<file path="config.mk">
export PLATFORM = sky130hd
export DESIGN_NAME = decode_rr_arbiter_flat
export DESIGN_NICKNAME = d
export VERILOG_FILES = /design/src/rtl/decode_rr_arbiter_if.sv /design/src/rtl/decode_rr_arbiter.sv /design/src/flat_wrapper.sv
export SDC_FILE = /design/constraint.sdc
export NUM_CORES = 1
export LEC_CHECK = 0
export ABC_AREA = 0
export BUFFER_PORTS_ARGS = -buffer_cell sky130_fd_sc_hd__buf_2
export CAP_MARGIN = 0
export CORE_MARGIN = 3
export CORE_UTILIZATION = 50
export DETAILED_ROUTE_END_ITERATION = 10
export GPL_TIMING_DRIVEN = 0
export PLACE_DENSITY = 0.76
export SLEW_MARGIN = 0
export SYNTH_ARGS = -nofsm -noshare
export SYNTH_HDL_FRONTEND = slang
export SYNTH_SLANG_ARGS = --single-unit
</file>
<file path="constraint.sdc">
create_clock -name CLK -period 6.3 [get_ports CLK]
set_input_delay 0.63 -clock CLK [delete_from_list [all_inputs] [get_ports CLK]]
set_output_delay 0.63 -clock CLK [all_outputs]
set_load 0.02 [all_outputs]
</file>
<file path="src/rtl/decode_rr_arbiter_if.sv">
// Request/grant bus between the requester blocks and the round-robin arbiter.
//
// Handshake: a requester holds its REQ_IN bit high for as long as it wants the
// resource (level, no per-cycle handshake). While GRANT_VALID_OUT is high,
// GRANT_IDX_OUT / GRANT_OH_OUT name the owner; the owner ends its tenure with a
// one-cycle DONE_IN strobe or by dropping its REQ_IN bit, and the arbiter
// may also revoke the grant itself, flagged by a one-cycle TIMEOUT_OUT.
interface decode_rr_arbiter_if #(
    parameter int REQ_BITS = 4,
    parameter int REQ_NUM  = 16
);
    logic [REQ_NUM-1:0]  REQ_IN;
    logic                DONE_IN;
    logic                GRANT_VALID_OUT;
    logic [REQ_BITS-1:0] GRANT_IDX_OUT;
    logic [REQ_NUM-1:0]  GRANT_OH_OUT;
    logic                TIMEOUT_OUT;

    modport master (
        output REQ_IN, DONE_IN,
        input  GRANT_VALID_OUT, GRANT_IDX_OUT, GRANT_OH_OUT, TIMEOUT_OUT
    );

    modport slave (
        input  REQ_IN, DONE_IN,
        output GRANT_VALID_OUT, GRANT_IDX_OUT, GRANT_OH_OUT, TIMEOUT_OUT
    );
endinterface

</file>
<file path="src/rtl/decode_rr_arbiter.sv">
// Round-robin arbiter with registered binary and one-hot grant outputs.
// A grant lasts until the owner strobes DONE_IN, drops its request, or the
// hold counter reaches MAX_HOLD cycles (MAX_HOLD = 0 disables the timeout).
// Each release is followed by one IDLE cycle in which the next owner is picked.
module decode_rr_arbiter #(
    parameter int REQ_BITS  = 4,
    parameter int REQ_NUM   = 16,
    parameter int HOLD_BITS = 8,
    parameter int MAX_HOLD  = 200
) (
    input  logic                CLK,
    input  logic                RST_N,
    decode_rr_arbiter_if.slave  bus,
    output logic                state_dbg
);
    typedef enum logic {
        IDLE  = 1'b0,
        GRANT = 1'b1
    } state_e;

    localparam logic [REQ_BITS-1:0]  LAST_RST  = REQ_BITS'(REQ_NUM - 1);
    localparam logic [HOLD_BITS-1:0] HOLD_LAST =
        (MAX_HOLD == 0) ? '0 : HOLD_BITS'(MAX_HOLD - 1);
    localparam logic [REQ_BITS:0]    NUM_W     = (REQ_BITS + 1)'(REQ_NUM);

    state_e               state_q, state_d;
    logic [REQ_BITS-1:0]  last_q, last_d;
    logic [REQ_BITS-1:0]  idx_q, idx_d;
    logic                 valid_q, valid_d;
    logic [REQ_NUM-1:0]   oh_q, oh_d;
    logic                 timeout_q, timeout_d;
    logic [HOLD_BITS-1:0] cnt_q, cnt_d;

    logic                 pick_found;
    logic [REQ_BITS-1:0]  pick_idx;
    logic [REQ_BITS:0]    cand;
    logic                 rel_done, rel_drop, rel_time;

    // Rotating priority search: first requester at or after last+1, wrapping.
    always_comb begin
        pick_found = 1'b0;
        pick_idx   = '0;
        cand       = '0;
        for (int off = 1; off <= REQ_NUM; off++) begin
            cand = {1'b0, last_q} + (REQ_BITS + 1)'(off);
            if (cand >= NUM_W) begin
                cand = cand - NUM_W;
            end
            if (!pick_found && bus.REQ_IN[cand[REQ_BITS-1:0]]) begin
                pick_found = 1'b1;
                pick_idx   = cand[REQ_BITS-1:0];
            end
        end
    end

    // Release causes for the current owner; only the timeout one raises a pulse.
    always_comb begin
        rel_done = bus.DONE_IN;
        rel_drop = !bus.REQ_IN[idx_q];
        rel_time = (MAX_HOLD != 0) && (cnt_q == HOLD_LAST);
    end

    // Next-state and next-output logic for the IDLE/GRANT controller.
    always_comb begin
        state_d   = state_q;
        last_d    = last_q;
        idx_d     = idx_q;
        valid_d   = valid_q;
        oh_d      = oh_q;
        cnt_d     = cnt_q;
        timeout_d = 1'b0;
        case (state_q)
            IDLE: begin
                if (pick_found) begin
                    state_d        = GRANT;
                    valid_d        = 1'b1;
                    idx_d          = pick_idx;
                    oh_d           = '0;
                    oh_d[pick_idx] = 1'b1;
                    cnt_d          = '0;
                end
            end
            GRANT: begin
                if (rel_done || rel_drop || rel_time) begin
                    state_d   = IDLE;
                    valid_d   = 1'b0;
                    oh_d      = '0;
                    last_d    = idx_q;
                    timeout_d = rel_time && !rel_done && !rel_drop;
                end else if (cnt_q != '1) begin
                    // Saturate rather than wrap when the timeout is disabled.
                    cnt_d = cnt_q + 1'b1;
                end
            end
            default: begin
                state_d = IDLE;
                valid_d = 1'b0;
                oh_d    = '0;
            end
        endcase
    end

    // State and output registers; reset drops any grant at once.
    always_ff @(posedge CLK or negedge RST_N) begin
        if (!RST_N) begin
            state_q   <= IDLE;
            last_q    <= LAST_RST;
            idx_q     <= '0;
            valid_q   <= 1'b0;
            oh_q      <= '0;
            timeout_q <= 1'b0;
            cnt_q     <= '0;
        end else begin
            state_q   <= state_d;
            last_q    <= last_d;
            idx_q     <= idx_d;
            valid_q   <= valid_d;
            oh_q      <= oh_d;
            timeout_q <= timeout_d;
            cnt_q     <= cnt_d;
        end
    end

    assign bus.GRANT_VALID_OUT = valid_q;
    assign bus.GRANT_IDX_OUT   = idx_q;
    assign bus.GRANT_OH_OUT    = oh_q;
    assign bus.TIMEOUT_OUT     = timeout_q;
    assign state_dbg           = (state_q == GRANT);
endmodule

</file>
<file path="src/flat_wrapper.sv">
// flat-port wrapper written by rule: the top's interface ports become plain ports
module decode_rr_arbiter_flat 
#(
    parameter int REQ_BITS  = 4,
    parameter int REQ_NUM   = 16,
    parameter int HOLD_BITS = 8,
    parameter int MAX_HOLD  = 200
)
  (CLK, RST_N, state_dbg, bus_REQ_IN, bus_DONE_IN, bus_GRANT_VALID_OUT, bus_GRANT_IDX_OUT, bus_GRANT_OH_OUT, bus_TIMEOUT_OUT);
  decode_rr_arbiter_if #(.REQ_BITS(REQ_BITS), .REQ_NUM(REQ_NUM)) bus_i ();
  input  logic CLK;
  input  logic RST_N;
  output logic state_dbg;
  input wire logic [$bits(bus_i.REQ_IN)-1:0] bus_REQ_IN;
  input wire logic [$bits(bus_i.DONE_IN)-1:0] bus_DONE_IN;
  output wire logic [$bits(bus_i.GRANT_VALID_OUT)-1:0] bus_GRANT_VALID_OUT;
  output wire logic [$bits(bus_i.GRANT_IDX_OUT)-1:0] bus_GRANT_IDX_OUT;
  output wire logic [$bits(bus_i.GRANT_OH_OUT)-1:0] bus_GRANT_OH_OUT;
  output wire logic [$bits(bus_i.TIMEOUT_OUT)-1:0] bus_TIMEOUT_OUT;
  assign bus_i.REQ_IN = bus_REQ_IN;
  assign bus_i.DONE_IN = bus_DONE_IN;
  assign bus_GRANT_VALID_OUT = bus_i.GRANT_VALID_OUT;
  assign bus_GRANT_IDX_OUT = bus_i.GRANT_IDX_OUT;
  assign bus_GRANT_OH_OUT = bus_i.GRANT_OH_OUT;
  assign bus_TIMEOUT_OUT = bus_i.TIMEOUT_OUT;
  decode_rr_arbiter #(.REQ_BITS(REQ_BITS), .REQ_NUM(REQ_NUM), .HOLD_BITS(HOLD_BITS), .MAX_HOLD(MAX_HOLD)) u_core (.CLK(CLK), .RST_N(RST_N), .bus(bus_i), .state_dbg(state_dbg));
endmodule
</file>
==> impl_results.md, run 1 <==
* Status: complete, no violations
* Post-Synth Simple-Gate Area at 17.6%
* Clock-pin transition on the worst setup and hold timing paths at 80 ps
* Crit Path Category: reg2reg
* Post-Syn Area per Cell at 9.38 sq um
* CTS root buf: clkbuf_8
* Prevailing post-synth register cell: dfrtp_1
* Area fraction in compound gates after synthesis at 22.4%
* Post-CTS Setup Bufs at 0
* Total track usage at 25.6%
* WP data arrival at 6170 ps
* Tmin final at 5990 ps
* Slew Limit Fails at 0
* CP bufs+invs at 7
* Xor and xnor area share after synthesis at 3.57%
* Via count at 4058
* Met2 usage at 40.2%
* # DRC at 0
* Layout cells sized above 1 at 29.1%
* Vias/cell at 6.81
* GR peak layer: met2
* Worst-path maximum fanout at 10
* Synth Register Bits at 35
* First-pass DRT Iterations at 5
* Clock Sink Count at 35
* DRT iter0 DRCs at 413
* Placer Congestion at 1.01
* Skew final at 5.79 ps
* Fraction of registers with async set/reset at 100%
* Post-Synth Adder-Cell Area at 2.70%
* Post-Syn Nets at 473
* Yosys warns at 0
* GR Overflow Total at 0
* DP HPWL at 9.52 mm
* Skew-Pair Late Insertion Delay at 290 ps
* Slowest-stage cell, CP: or4_4
* Rel. slew slack at 19.2%
* M1 GR Usage at 36.0%
* Total of max-cap violations at 0
* Min-Delay Path Class: in2async
* Count of final setup violators at 0
* Wire length per cell at 20.8 microns
* First-pass GRT wire length at 19.9 mm
* Data required time of the worst path at 6480 ps
* Initial core utilization at 52.7%
* Total CTS buffers at 5
* Die area at 9480 sq um
* Floorplan core area at 7930 sq um
* Crit start category: flip-flop
* Final core occ at 58.8%
* PortBufs at 41
* Cts-stage hold buffer count at 0
* Antenna Cells at 0
* Die Y at 97.4 microns
* # nets final at 521
* GR Util met3 at 4.81%
* Critical Path Max Stage Delay at 630 ps
* Synth top area share at 18.6%
* Peak Freq at 167 MHz
* Initial antenna violation count at 0
* Delay-heaviest family, CP: buffers and inverters
* CP endpoint kind: flip-flop
* Largest family of logic cells by synthesized area: multiplexers
* DRT Wirelength at 12.4 mm
* CTS tree: done
* Synth Instances at 445
* Longest Clk Path Bufs at 2
* Chip Width at 97.4 microns
* WHS at 412 ps
* RSZ-0062 raised after global routing: false
* Number of flops mapped to enable cells by yosys at 0
* Area grow syn2layout at 11.6%
* Largest net degree at the start of global routing at 36
* Final Hold Fails at 0
* CTS H-tree lvls at 2
* Seq/Total Area, Yosys at 21.1%
* Worst R2R Setup Slack at 310 ps
* Distinct cells, synth at 73
* Cell Chain, Critical Path: buf_4, buf_2, buf_2, inv_1, ha_1, clkbuf_2, mux4_2, mux2i_1, mux2i_1, or4_4, nor4b_2, nand3_1, o21bai_4, and2_1, buf_2, clkbuf_1, nand2_1, o41ai_2
* Area leader, netlist: dfrtp_1
* Period utilization at 95.1%
* Tightest Pin Transition at 1200 ps
* Top cells by area, synth: dfrtp_1 (19%), mux4_2 (17%), mux2_2 (6.7%)
* Post-synthesis mux area share at 29.0%
* Top cell by count, worst path: buf_2
* Antenna-violating nets left at 0
* Vias in the first global route at 3798
* Post-synthesis cell area at 4170 sq um
* # IOs at 42
* Row Count at 32
per-layer routing:
layer | share of wire [%] | wire length [microns]
met5 | 0 | 0
met4 | 2.5 | 313
met2 | 47 | 5800
met1 | 42 | 5250
met3 | 8.3 | 1030
flip-flops by register name, summed over array words and instances, names as in the netlist:
name / count
u_core.bus.TIMEOUT_OUT: 1
u_core.bus.GRANT_OH_OUT: 16
u_core.cnt_q: 8
u_core.state_dbg: 1
u_core.last_q: 4
u_core.bus.GRANT_VALID_OUT: 1
u_core.bus.GRANT_IDX_OUT: 4
synth_stat cells (all sizes together), types with 5 or more instances:
master	count
mux2i	22
inv	12
nand2	58
nand3	9
o41ai	16
xnor2	7
a21oi	25
nand4	8
nor2	33
o22ai	7
mux4	31
o21ai	22
and3	5
dfrtp	31
xor2	10
and2	8
nand2b	5
mux2	26
ha	9
buf	11
clkbuf	14
path summary, 6_finish.rpt:
path	from	endpoint	depth (start not counted)
min in group CLK	u_core.bus.GRANT_OH_OUT[0]	u_core.bus.GRANT_OH_OUT[0]	2
max in group asynchronous	RST_N	u_core.bus.GRANT_OH_OUT[9]	1
worst max-delay path	u_core.last_q[0]	u_core.bus.GRANT_OH_OUT[14]	18
worst max register to register	u_core.last_q[0]	u_core.bus.GRANT_OH_OUT[14]	18
worst min register to register	u_core.bus.GRANT_OH_OUT[0]	u_core.bus.GRANT_OH_OUT[0]	2
worst min-delay path	RST_N	u_core.cnt_q[7]	1
cells by family (layout without fill, tap and decap cells):
group | after synthesis | after routing
simple gates | 151 | 151
compound gates | 117 | 117
mux | 79 | 79
buf+inv | 37 | 86
flops | 35 | 35
xor+xnor | 17 | 17
fa+ha+maj | 9 | 9
layout make-up:
type,count,area (sq um)
flip-flops and latches,35,881
clock buffers,5,68.8
inverters,12,45.0
well taps,102,128
fillers,666,3270
repair buffers,41,205
plain buffers,25,111
clock inverters,3,67.6
multi-input cells,373,3150
metrics by stage:
stage	TNS, ps	setup slack (ps)	cell area (sq um)	instances
after global placement	-2440	-219	4510	588
after floorplan	0	920	4170	445
after detailed placement	-3840	-307	4510	588
after global routing	0	6.56	4660	596
after CTS	0	87.8	4650	596
final	0	310	4660	596
worst register-to-register path, stage by stage, from the launching register on:
cell and delay [ps]:
dfstp_2 580, buf_4 210, buf_2 270, buf_2 320, inv_1 140, ha_1 340, clkbuf_2 270, mux4_2 400
mux2i_1 420, mux2i_1 210, or4_4 630, nor4b_2 430, nand3_1 360, o21bai_4 370, and2_1 170, buf_2 170
clkbuf_1 360, nand2_1 150, o41ai_2 80
repair_timing:
action | CTS | global route
gates cloned | 0 | 0
setup endpoints to repair | 17 | 16
endpoints found under the hold margin | 0 | 0
resized for setup | 2 | 3
placed cells by master, fill, tap and decap left out, drive strengths merged, types with 4 or more instances in the layout:
cell    count
nand4       8
nand2      58
mux2i      22
o22ai       7
dfrtp      31
mux4       31
nor4        4
dfstp       4
clkbuf     20
inv        12
nor2       33
o41ai      16
and3        5
nand2b      5
a21oi      25
o21ai      22
ha          9
nand3       9
xor2       10
and2        8
buf        51
xnor2       7
mux2       26
Power of run 1 is left out: the tool's default activity adds up to more than one toggle a clock period on the data nets, which glitch-free logic cannot reach.
==> inputs of run 2 (changes only) <==
--- a/config.mk
+++ b/config.mk
@@ -9,10 +9,10 @@
 export BUFFER_PORTS_ARGS = -buffer_cell sky130_fd_sc_hd__buf_2
 export CAP_MARGIN = 0
 export CORE_MARGIN = 3
-export CORE_UTILIZATION = 50
+export CORE_UTILIZATION = 55
 export DETAILED_ROUTE_END_ITERATION = 10
 export GPL_TIMING_DRIVEN = 0
-export PLACE_DENSITY = 0.76
+export PLACE_DENSITY = 0.75
 export SLEW_MARGIN = 0
 export SYNTH_ARGS = -nofsm -noshare
 export SYNTH_HDL_FRONTEND = slang
==> run 2 against run 1 <==
Compared with the run above:
- clock skew about the same
- global-route usage increased by 3.6 points
- die area decreased by 8.5%
- first-iteration DRC count decreased by 2.4%
- final cell count decreased by 0.50%
- via count increased by 1.5%
- fmax increased by 3.3%
- non-clock buffer count unchanged
- critical path depth decreased by 2
- flip-flop and latch count unchanged
- core utilization increased by 5.1 points
- worst hold slack got worse by 10 ps
==> impl_results.md, run 2 (synthesized netlist as in run 1, its figures left out) <==
* Finished Cell Area at 4660 sq um (about the same)
* Tmin final at 5800 ps (was 5990 ps)
* Data required time of the worst path at 6440 ps (was 6480 ps)
* Largest net degree at the start of global routing at 36 (unchanged)
* Wire length per cell at 20.8 microns (about the same)
* Dpl ws at -290 ps (was -307 ps)
* Skew final at 5.41 ps (was 5.79 ps)
* Longest Clk Path Bufs at 2 (unchanged)
* DRT Wirelength at 12.4 mm (about the same)
* Antenna Cells at 0 (unchanged)
* Chip Width at 93.1 microns (was 97.4 microns)
* Reg2reg path depth at 16 (was 18)
* Initial core utilization at 57.2% (was 52.7%)
* DRT iter0 DRCs at 403 (was 413)
* Critical Path Max Stage Delay at 850 ps (was 630 ps)
* Period utilization at 92.1% (was 95.1%)
* Most frequent cells in the layout: nand2_1 (58), buf_2 (48), nor2_1 (33) (unchanged)
* Layout cells sized above 1 at 29.4% (was 29.1%)
* Total track usage at 29.1% (was 25.6%)
* CP endpoint kind: flip-flop (unchanged)
* Filler cell count at 638 (was 666)
* Vias/cell at 6.95 (was 6.81)
* Skew-Pair Late Insertion Delay at 290 ps (about the same)
* Worst r2r src: u_core.last_q[0] (unchanged)
* Die area at 8670 sq um (was 9480 sq um)
* Final core occ at 63.9% (was 58.8%)
* PortBufs at 41 (unchanged)
* Final Hold Fails at 0 (unchanged)
* Initial antenna violation count at 0 (unchanged)
* Inst Count DP at 585 (was 588)
* Worst R2R Setup Slack at 500 ps (was 310 ps)
* Vias in the first global route at 3827 (was 3798)
* Total of max-cap violations at 0 (unchanged)
* Tightest Pin Transition at 1090 ps (was 1200 ps)
* GR Overflow Total at 0 (unchanged)
* Crit start category: flip-flop (unchanged)
* DP HPWL at 9.46 mm (was 9.52 mm)
* Count of final setup violators at 0 (unchanged)
* WP depth at 16 (was 18)
* Slew Limit Fails at 0 (unchanged)
* Cell Chain, Critical Path: buf_4, clkbuf_2, buf_2, inv_1, ha_1, buf_2, mux4_2, mux2i_1, mux2i_1, or4_4, or4_1, clkbuf_1, a21oi_1, a21oi_1, o21ai_1, o41ai_2 (was buf_4, buf_2, buf_2, inv_1, ha_1, clkbuf_2, mux4_2, mux2i_1, mux2i_1, or4_4, nor4b_2, nand3_1, o21bai_4, and2_1, buf_2, clkbuf_1, nand2_1, o41ai_2)
* # IOs at 42 (unchanged)
* FF/Latch Area at 881 sq um (unchanged)
* Delay-heaviest family, CP: buffers and inverters (unchanged)
* Reg2reg end: u_core.bus.GRANT_OH_OUT[2] (was u_core.bus.GRANT_OH_OUT[14])
* # DRC at 0 (unchanged)
* Min-Delay Path Class: in2async (unchanged)
* Antenna-violating nets left at 0 (unchanged)
* Number of flip-flops in the largest register at 16 (unchanged)
* First-pass DRT Iterations at 5 (unchanged)
* Final worst setup slack at 500 ps (was 310 ps)
* CTS tree: done (unchanged)
* Total CTS buffers at 5 (unchanged)
* Row Count at 31 (was 32)
* Crit Path Category: reg2reg (unchanged)
* Status: complete, no violations (unchanged)
* CTS H-tree lvls at 2 (unchanged)
* # nets final at 521 (unchanged)
* WP data arrival at 5940 ps (was 6170 ps)
* Placed Area at 4500 sq um (was 4510 sq um)
* Commonest non-fill, non-tap cell in the layout: nand2_1 (unchanged)
* Clock Sink Count at 35 (unchanged)
* Area grow syn2layout at 11.6% (about the same)
* Via count at 4120 (was 4058)
* Floorplan core area at 7290 sq um (was 7930 sq um)
* First-pass GRT wire length at 19.9 mm (about the same)
* Die Y at 93.1 microns (was 97.4 microns)
* Area of the multi-input gates at 3160 sq um (was 3150 sq um)
* Final std cells w/o fill at 593 (was 596)
* Worst-path maximum fanout at 10 (unchanged)
* Clock-pin transition on the worst setup and hold timing paths at 70 ps (was 80 ps)
* Placer Congestion at 0.972 (was 1.01)
* Slowest-stage cell, CP: o21ai_1 (was or4_4)
* Peak Freq at 172 MHz (was 167 MHz)
* Post-CTS Setup Bufs at 0 (unchanged)
* CP bufs+invs at 6 (was 7)
* CTS root buf: clkbuf_8 (unchanged)
* RSZ-0062 raised after global routing: false (unchanged)
* Rel. slew slack at 27.1% (was 19.2%)
-- run 2: changes by cell type in the layout (fill, tap and decap cells not counted) --
cell / before / now
nand3_2: 0 / 1
nand3_1: 9 / 8
-- run 2: worst max path at each step --
stage | end | startpoint
detailed placement | u_core.bus.GRANT_OH_OUT[8] | u_core.last_q[0]
finish | u_core.bus.GRANT_OH_OUT[2] | u_core.last_q[0]
CTS | u_core.bus.GRANT_OH_OUT[8] | u_core.last_q[0]
global route | u_core.bus.GRANT_OH_OUT[3] | u_core.last_q[0]
global placement | u_core.bus.GRANT_OH_OUT[15] | u_core.last_q[0]
floorplan | u_core.bus.GRANT_OH_OUT[10] | u_core.last_q[0]
-- run 2: worst register-to-register path: cells and delay by family (launching register included) --
kind	cells	cell delay, ps
AOI/OAI and AO/OA	4	1240
and+or+nand+nor	2	1140
muxes	3	980
buffers and inverters	6	1380
DFF	1	580
adders and majority gates	1	330
-- run 2: layout make-up --
cell class | count | share of cell area, %
buffer | 25 | 2.39
clock buffer | 5 | 1.48
clock inverter | 3 | 1.45
inverter | 12 | 0.967
multi-input combinational | 373 | 67.7
sequential | 35 | 18.9
tap | 99 | 2.66
timing repair buffer | 41 | 4.40
-- run 2: layer usage --
| metal | up-vias | routed length [microns] | track usage [%] |
|---|---|---|---|
| li1 | 1835 | - | - |
| met2 | 261 | 5750 | 46.1 |
| met1 | 1992 | 5280 | 41.1 |
| met5 | - | 0 | 0 |
| met4 | 0 | 293 | 9.16 |
| met3 | 32 | 1050 | 4.59 |
-- run 2: per-stage QoR --
stage          setup TNS [ps]  hold slack, ps
6_report                    0             401
5_1_grt                     0             451
4_1_cts                     0             426
3_5_place_dp            -3050             464
3_3_place_gp            -1920             457
2_1_floorplan               0             334
-- run 2: repair_timing --
| action | CTS | global route |
|---|---|---|
| gates resized for setup | 2 | 4 |
| hold buffers | 0 | 0 |
| endpoints found under the setup margin | 17 | 18 |
Power of run 2 is left out for the same reason.
==> inputs of run 3 (changes only) <==
--- a/config.mk
+++ b/config.mk
@@ -12,7 +12,9 @@
 export CORE_UTILIZATION = 55
 export DETAILED_ROUTE_END_ITERATION = 10
 export GPL_TIMING_DRIVEN = 0
+export MAX_ROUTING_LAYER = met4
 export PLACE_DENSITY = 0.75
+export RECOVER_POWER = 50
 export SLEW_MARGIN = 0
 export SYNTH_ARGS = -nofsm -noshare
 export SYNTH_HDL_FRONTEND = slang
==> run 3 against run 2 <==
Compared with the run above:
- the flow now finishes with violations (max-capacitance violations, max-slew violations)
- global-route usage is 0.34 points higher
- clock skew is 2.8 ps higher
- sequential share of layout area is 0.15 points higher
- flip-flop and latch count stayed put
- fmax is 3.0% lower
- count of clock-buffer cells in the layout stayed put
- non-clock buffer count stayed put
- critical path depth stayed put
- critical endpoint is now u_core.bus.GRANT_OH_OUT[6]
- highest routed layer unchanged
==> impl_results.md, run 3 (synthesized netlist as in run 1, its figures left out) <==
* Initial core utilization at 57.2% (unchanged)
* Die Y at 93.1 microns (unchanged)
* Number of flip-flops in the largest register at 16 (unchanged)
* WP data arrival at 6110 ps (was 5940 ps)
* Layout cells sized above 1 at 27.1% (was 29.4%)
* FF/Latch Area at 881 sq um (unchanged)
* Peak Freq at 167 MHz (was 172 MHz)
* Clock-pin transition on the worst setup and hold timing paths at 80 ps (was 70 ps)
* # nets final at 521 (unchanged)
* CP endpoint kind: flip-flop (unchanged)
* Tightest Pin Transition at 1860 ps (was 1090 ps)
* Dpl ws at -360 ps (was -290 ps)
* Hold path start: u_core.bus.GRANT_OH_OUT[9]
* RSZ-0062 raised after global routing: false (unchanged)
* CTS root buf: clkbuf_8 (unchanged)
* Data required time of the worst path at 6430 ps (was 6440 ps)
* Vias in the first global route at 3778 (was 3827)
* Crit start category: flip-flop (unchanged)
* Filler cell count at 650 (was 638)
* Row Count at 31 (unchanged)
* Vias/cell at 7.07 (was 6.95)
* Area grow syn2layout at 10.7% (was 11.6%)
* Largest net degree at the start of global routing at 36 (unchanged)
* Initial antenna violation count at 0 (unchanged)
* Reg2reg end: u_core.bus.GRANT_OH_OUT[6] (was u_core.bus.GRANT_OH_OUT[2])
* DRT Wirelength at 12.4 mm (about the same)
* Clock Sink Count at 35 (unchanged)
* Final Hold Fails at 0 (unchanged)
* # DRC at 0 (unchanged)
* Period utilization at 94.9% (was 92.1%)
* Failing checks: max-capacitance violations, max-slew violations
* Longest Clk Path Bufs at 2 (unchanged)
* Worst-path maximum fanout at 10 (unchanged)
* CTS H-tree lvls at 2 (unchanged)
* Cts-stage hold buffer count at 0 (unchanged)
* Sink of the worst hold path: u_core.bus.GRANT_OH_OUT[9]
* DP HPWL at 9.38 mm (was 9.46 mm)
* Skew-Pair Late Insertion Delay at 290 ps (about the same)
* Wire length per cell at 20.9 microns (was 20.8 microns)
* Worst R2R Setup Slack at 320 ps (was 500 ps)
* Antenna Cells at 0 (unchanged)
* Final std cells w/o fill at 593 (unchanged)
* DRT iter0 DRCs at 544 (was 403)
* Placed Area at 4500 sq um (unchanged)
* WHS at 488 ps (was 401 ps)
* Antenna-violating nets left at 0 (unchanged)
* Total of max-cap violations at 1 (was 0)
* Via count at 4190 (was 4120)
* GR Overflow Total at 0 (unchanged)
* Hold depth at 2
* Most frequent cells in the layout: nand2_1 (58), buf_2 (36), nor2_1 (33) (was nand2_1 (58), buf_2 (48), nor2_1 (33))
* Worst r2r src: u_core.last_q[0] (unchanged)
* Reg2reg path depth at 16 (unchanged)
* PortBufs at 41 (unchanged)
* Chip Width at 93.1 microns (unchanged)
* Commonest non-fill, non-tap cell in the layout: nand2_1 (unchanged)
* CTS tree: done (unchanged)
* # IOs at 42 (unchanged)
* Finished Cell Area at 4620 sq um (was 4660 sq um)
* Area of the multi-input gates at 3160 sq um (unchanged)
* Min-Delay Path Class: reg2reg (was in2async)
* Total track usage at 29.5% (was 29.1%)
* Die area at 8670 sq um (unchanged)
* Status: complete, but fails checks (was complete, no violations)
* Count of final setup violators at 0 (unchanged)
* Tmin final at 5980 ps (was 5800 ps)
* Floorplan core area at 7290 sq um (unchanged)
* First-pass DRT Iterations at 5 (unchanged)
* First-pass GRT wire length at 19.8 mm (was 19.9 mm)
* Crit Path Category: reg2reg (unchanged)
* Rel. slew slack at -23.9% (was 27.1%)
* Inst Count DP at 585 (unchanged)
* Slew Limit Fails at 36 (was 0)
* Total CTS buffers at 5 (unchanged)
* Final worst setup slack at 320 ps (was 500 ps)
* Placer Congestion at 0.979 (was 0.972)
* Skew final at 8.25 ps (was 5.41 ps)
==> run 3: cell types whose count changed in the layout (fill, tap and decap cells not counted), sizes merged <==
cell,previous run,this run
buf,51,39
bufinv,2,1
clkbuf,20,32
clkinv,0,2
clkinvlp,1,0
==> run 3: routing by layer <==
metal  wire length, microns  vias up  global-route usage [%]
met5                      0        -                       -
met4                    282        0                    5.62
met3                   1110       46                    3.54
met2                   5750      270                    46.1
met1                   5270     2039                    41.9
li1                       -     1835                       -
==> run 3: worst max path at each step <==
stage | startpoint | to | slack [ps] | cells past startpoint
global route | u_core.last_q[0] | u_core.bus.GRANT_OH_OUT[1] | 5 | 17
CTS | u_core.last_q[0] | u_core.bus.GRANT_OH_OUT[14] | 140 | 18
finish | u_core.last_q[0] | u_core.bus.GRANT_OH_OUT[6] | 320 | 16
global placement | u_core.last_q[0] | u_core.bus.GRANT_OH_OUT[15] | -180 | 18
detailed placement | u_core.last_q[0] | u_core.bus.GRANT_OH_OUT[14] | -360 | 18
floorplan | u_core.last_q[0] | u_core.bus.GRANT_OH_OUT[10] | 920 | 17
==> run 3: cell type report <==
type,count,share of cell area [%]
inverter,12,0.975
timing repair buffer,41,4.11
multi-input combinational,373,68.3
buffer,25,2.44
sequential,35,19.1
clock buffer,5,1.49
tap,99,2.68
clock inverter,3,0.947
==> run 3: what timing repair did <==
item,in CTS,in global routing
resized for setup,2,6
setup buffers,0,0
endpoints found under the setup margin,19,22
==> run 3: critical path: stages (launching register included) <==
cell and delay (ps):
dfstp_2 570, buf_4 200, clkbuf_2 290, buf_2 330, inv_1 130, ha_1 330, buf_2 270, mux4_2 420
mux2i_1 390, mux2i_1 240, or4_4 640, or4_1 530, clkbuf_1 190, a21oi_1 180, a21oi_1 90, o21ai_1 840
o41ai_1 180
==> run 3: per-stage QoR <==
stage | utilization (%) | setup TNS, ps
finish | 63.4 | 0
global route | 63.4 | 0
CTS | 63.3 | 0
detailed placement | 61.8 | -4360
global placement | 61.8 | -1810
floorplan | - | 0
Power of run 3 is left out for the same reason.
